File: src/rtl/gpio_ctrl.sv
// Memory-mapped GPIO: direction, synchronised inputs, atomic set/clear,
// sticky rising-edge interrupt status with level irq output.
module gpio_ctrl #(
  parameter int unsigned           WIDTH       = 6,
  parameter int unsigned           SYNC_STAGES = 2,
  parameter logic [3:0]            BASE        = 4'h9,
  parameter logic [WIDTH-1:0]      RESET_OUT   = '0
) (
  input  logic             clk,
  input  logic             reset_n,
  input  logic             en,
  input  logic [3:0]       wen,
  input  logic [31:0]      addr,
  input  logic [31:0]      wdata,
  output logic [31:0]      rdata,
  input  logic [WIDTH-1:0] gpio_i,
  output logic [WIDTH-1:0] gpio_o,
  output logic [WIDTH-1:0] gpio_oe,
  output logic             irq
);

  logic [WIDTH-1:0] sync_q [SYNC_STAGES];
  logic [WIDTH-1:0] din_d_q;
  logic [WIDTH-1:0] dout_q, dout_d;
  logic [WIDTH-1:0] dir_q, dir_d;
  logic [WIDTH-1:0] ien_q, ien_d;
  logic [WIDTH-1:0] stat_q, stat_d;
  logic [31:0]      rdata_q, rdata_d;

  logic             sel, wr, rd;
  logic [2:0]       idx;
  logic [WIDTH-1:0] din, rise, lane_m, wd, w1c;
  logic             unused_ok;

  assign sel  = en && (addr[31:28] == BASE);
  assign wr   = sel && (wen != 4'b0);
  assign rd   = sel && (wen == 4'b0);
  assign idx  = addr[4:2];
  assign wd   = wdata[WIDTH-1:0];
  assign din  = sync_q[SYNC_STAGES-1];
  assign rise = din & ~din_d_q;

  assign unused_ok = ^{addr[27:5], addr[1:0], wdata, wen};

  always_comb begin
    lane_m = '0;
    for (int i = 0; i < int'(WIDTH); i++) begin
      lane_m[i] = wen[i/8];
    end
  end

  always_comb begin
    dout_d  = dout_q;
    dir_d   = dir_q;
    ien_d   = ien_q;
    w1c     = '0;
    rdata_d = '0;
    if (wr) begin
      case (idx)
        3'd0: dout_d = (dout_q & ~lane_m) | (wd & lane_m);
        3'd1: dir_d  = (dir_q & ~lane_m) | (wd & lane_m);
        3'd3: dout_d = dout_q | (wd & lane_m);
        3'd4: dout_d = dout_q & ~(wd & lane_m);
        3'd5: ien_d  = (ien_q & ~lane_m) | (wd & lane_m);
        3'd6: w1c    = wd & lane_m;
        default: ;
      endcase
    end
    // a same-cycle rising edge beats the W1C clear
    stat_d = (stat_q & ~w1c) | rise;
    if (rd) begin
      case (idx)
        3'd0: rdata_d = 32'(dout_q);
        3'd1: rdata_d = 32'(dir_q);
        3'd2: rdata_d = 32'(din);
        3'd5: rdata_d = 32'(ien_q);
        3'd6: rdata_d = 32'(stat_q);
        default: rdata_d = '0;
      endcase
    end
  end

  always_ff @(posedge clk or negedge reset_n) begin
    if (!reset_n) begin
      for (int s = 0; s < int'(SYNC_STAGES); s++) begin
        sync_q[s] <= '0;
      end
      din_d_q <= '0;
      dout_q  <= RESET_OUT;
      dir_q   <= '0;
      ien_q   <= '0;
      stat_q  <= '0;
      rdata_q <= '0;
    end else begin
      sync_q[0] <= gpio_i;
      for (int s = 1; s < int'(SYNC_STAGES); s++) begin
        sync_q[s] <= sync_q[s-1];
      end
      din_d_q <= din;
      dout_q  <= dout_d;
      dir_q   <= dir_d;
      ien_q   <= ien_d;
      stat_q  <= stat_d;
      rdata_q <= rdata_d;
    end
  end

  assign rdata   = rdata_q;
  assign gpio_o  = dout_q;
  assign gpio_oe = dir_q;
  assign irq     = |(stat_q & ien_q);

endmodule

File: config.mk
export PLATFORM = sky130hd
export DESIGN_NAME = gpio_ctrl
export DESIGN_NICKNAME = d
export VERILOG_FILES = /design/src/rtl/gpio_ctrl.sv
export SDC_FILE = /design/constraint.sdc
export NUM_CORES = 1
export LEC_CHECK = 0
export ABC_AREA = 1
export ABC_CLOCK_PERIOD_IN_PS = 2100
export CORE_ASPECT_RATIO = 1.5
export CORE_MARGIN = 1
export CORE_UTILIZATION = 42
export DETAILED_ROUTE_END_ITERATION = 8
export GPL_TIMING_DRIVEN = 1
export PLACE_DENSITY = 0.95
export SYNTH_ARGS = -nofsm -noshare
export SYNTH_HDL_FRONTEND = slang
export SYNTH_SLANG_ARGS = --single-unit
File: constraint.sdc
create_clock -name clk -period 2.1 [get_ports clk]
set_clock_uncertainty 0.1 [all_clocks]
set_input_delay 0.21 -clock clk [delete_from_list [all_inputs] [get_ports clk]]
set_output_delay 0.21 -clock clk [all_outputs]
set_load 0.02 [all_outputs]
==> reports/qor.csv <==
stage,metric,value,unit
drt,Detailed Route WL,4879,um
worst_setup_path,CP Max Fanout,3,
sta,slew margin rel.,61.46,%
sta,shortest period the worst path allows,1725,ps
synthesis,Ys Warns,0,
cts,TritonCTS Buffers,5,
sta,Tightest Pin Transition,578.2,ps
drt,via-per-instance ratio,4.719,
sta,setup TNS,0,ps
cts,# clock sinks,48,
layout,Fill cells,463,
synthesis,post-synth top area share,52.66,%
power,Seq pwr share,55.3,%
synthesis,register area share after synthesis,52.66,%
floorplan,# rows,32,
sta,final period utilization,82.14,%
cts,clock-pin slew on the worst setup and hold paths,80,ps
drt,met2 wire length,2490,um
worst_setup_path,r2r setup slk,1160,ps
run,MaxCap Viol Count,0,
cts,Max Root-Sink Buffers,2,
floorplan,Die Y,92.26,um
placed_design,placed cell area,2721,um2
grt,initial antenna violation count,0,
synthesis,Synth Flop Type,dfrtp_1,
grt,"Remaining Overflow, GRT",0,
floorplan,Die Width,62.17,um
synthesis,Commonest cells post-synth,"nand2_1, dfrtp_1, buf_4",
worst_setup_path,Buf/Inv on CP,1,
floorplan,# IOs,122,
drt,met3 routed WL,320,um
drt,WL met1,1910,um
synthesis,synthesized area,2281,um2
drt,initial drt markers,62,
worst_setup_path,critical path cell sequence,"nand2_1, o21ai_0, a21oi_1, o2111ai_1, dlymetal6s2s_1",
layout,Layout area overhead,23.26,%
cts,worst-skew pair later-pin latency,300,ps
worst_hold_path,WHS Path Cells,1,
power,Net Switching,0.4895,mW
floorplan,core area,5165,um2
cts,CTS root buf,clkbuf_8,
cts,CTS tree,built,
power,Pint,1.303,mW
worst_setup_path,Worst EP arrival,1410,ps
power,Switching Share,27.31,%
power,leakage power,1.389,nW
worst_hold_path,HP Start,gpio_i[2],
power,PwrDens,637.5,nW/um2
synthesis,synthesized flop and latch total,48,
drt,drt drc,0,
sta,max-slew violation count,0,
worst_setup_path,Worst setup EP type,output port,
worst_hold_path,worst min path class,in2reg,
status,status,"complete, no violations",
worst_setup_path,cell count of the worst reg-to-reg path,4,
synthesis,Mapped Cells,266,
floorplan,Initial Util,44.16,%
power,share of total power in combinational logic,16.1,%
grt,global-route wire length before repair,8024,um
worst_setup_path,reg2reg end,rdata[3],
layout,Nets,397,
placed_design,port buffer count,44,
synthesis,top-count cell post-synth,nand2_1,
power,Clk pwr share,28.6,%
synthesis,async set or reset register ratio after synthesis,100.0,%
worst_setup_path,Worst path max stage delay,410,ps
placed_design,Placer Congestion,0.9021,
power,Worst IR Drop VDD,385.1,uV
cts,H-tree levels,2,
synthesis,"EDFF count, synth",0,
worst_setup_path,Critical Path RT,1790,ps
drt,vias post-DR,1831,
sta,RSZ-0062 raised after global routing,false,
layout,share of cells above drive strength 1,9.063,%
sta,Max Clk Rate,0.5797,GHz
synthesis,cell taking the most area after synthesis,dfrtp_1,
worst_setup_path,CP startpoint kind,flop,
sta,final hold violation count,0,
worst_setup_path,WS Path Type,reg2out,
drt,drt pass-1 iters,4,
grt,vias in the first global route,1745,
grt,Tot GR Track Use,18.40,%
sta,Final setup viols,0,
worst_setup_path,CP max stage cell,dfrtp_1,
worst_hold_path,hold path endpoint,sync_q[8],
synthesis,Cell variety after synth,26,
layout,design area,2811,um2
drt,Top Layer Used,met4,
drt,routed len/inst,12.57,um
placed_design,dpl hpwl,3603,um
synthesis,top post-synthesis cells by area,"dfrtp_1, nand2_1, buf_4",
layout,antenna diode count,0,
synthesis,syn_area_per_cell,8.575,um2
grt,largest net degree at the start of global routing,49,
drt,number of routed nets with antenna violations,0,
worst_setup_path,critical path's top delay family,flip-flops,
floorplan,die area,5735,um2
[metal layers]
metal / track usage, % / vias to the layer above
met2: 31.41 / 97
met5: 0 / -
met1: 21.37 / 830
met3: 3.607 / 16
li1: - / 888
met4: 10.47 / 0
[through the flow]
stage,power [mW],worst slack (ps),hold slack (ps),util [%],instances
after floorplan,1.189,811.9,-185.6,-,291
after global placement,1.289,205.3,225.1,52.69,380
after detailed placement,1.295,152.9,233.8,52.69,380
after CTS,1.803,42.97,240.9,54.38,388
after global routing,1.873,276.3,245.3,54.43,388
final,1.792,375.1,243.0,54.43,388
[layout make-up]
type                            instances  area, um2  share of cell area [%]
Sequential cell                        48       1201                   42.72
Multi-Input combinational cell        183      830.8                   29.55
Timing Repair Buffer                   53      508.0                   18.07
Inverter                               29      108.9                   3.872
Tap cell                               68      85.08                   3.026
Clock buffer                            6      72.57                   2.581
Clock inverter                          1      5.005                  0.1780
[cells in the final DEF, fill, tap and decap left out, drive strengths merged]
master / count
clkbuf: 6
o2111ai: 1
dlygate4sd3: 1
clkinv: 2
o21ai: 25
nand3b: 1
nand2: 86
nor3: 3
dlymetal6s2s: 1
clkdlybuf4s50: 42
o22ai: 2
inv: 28
a21oi: 1
buf: 9
nand4: 3
conb: 26
dfrtp: 48
nor2: 19
nand3: 16
[kinds of logic (layout without fill, tap and decap cells)]
group	after synthesis	count (layout)	synth area share (%)
AO/OA/AOI/OAI	29	29	7.624
AND/OR/NAND/NOR	128	128	24.52
buffers and inverters	60	89	15.03
other	1	26	0.1644
flip-flops	48	48	52.66
[power by group through the flow]
stage               Clock [mW]  Combinational [mW]  Sequential [mW]
CTS                      0.523               0.289            0.991
floorplan                    0               0.167             1.02
detailed placement           0               0.286             1.01
global placement             0               0.281             1.01
global route             0.563               0.314            0.996
finish                   0.513               0.288            0.991
[worst max-delay path by stage]
stage                           to  slack, ps  cells past startpoint
after floorplan               flop        810                      6
after global placement    rdata[4]        210                      8
after detailed placement  rdata[3]        150                      8
after CTS                      irq         40                      5
after global routing           irq        280                      5
final                          irq        380                      5
[what timing repair did]
| action | 4_1_cts | 5_1_grt |
|---|---|---|
| setup buffers | 0 | 0 |
| hold endpoints to repair | 48 | 0 |
| endpoints found under the setup margin | 0 | 1 |
| gates resized for setup | 0 | 1 |
| hold buffers | 1 | 0 |
(Power assumes the default switching activity.)
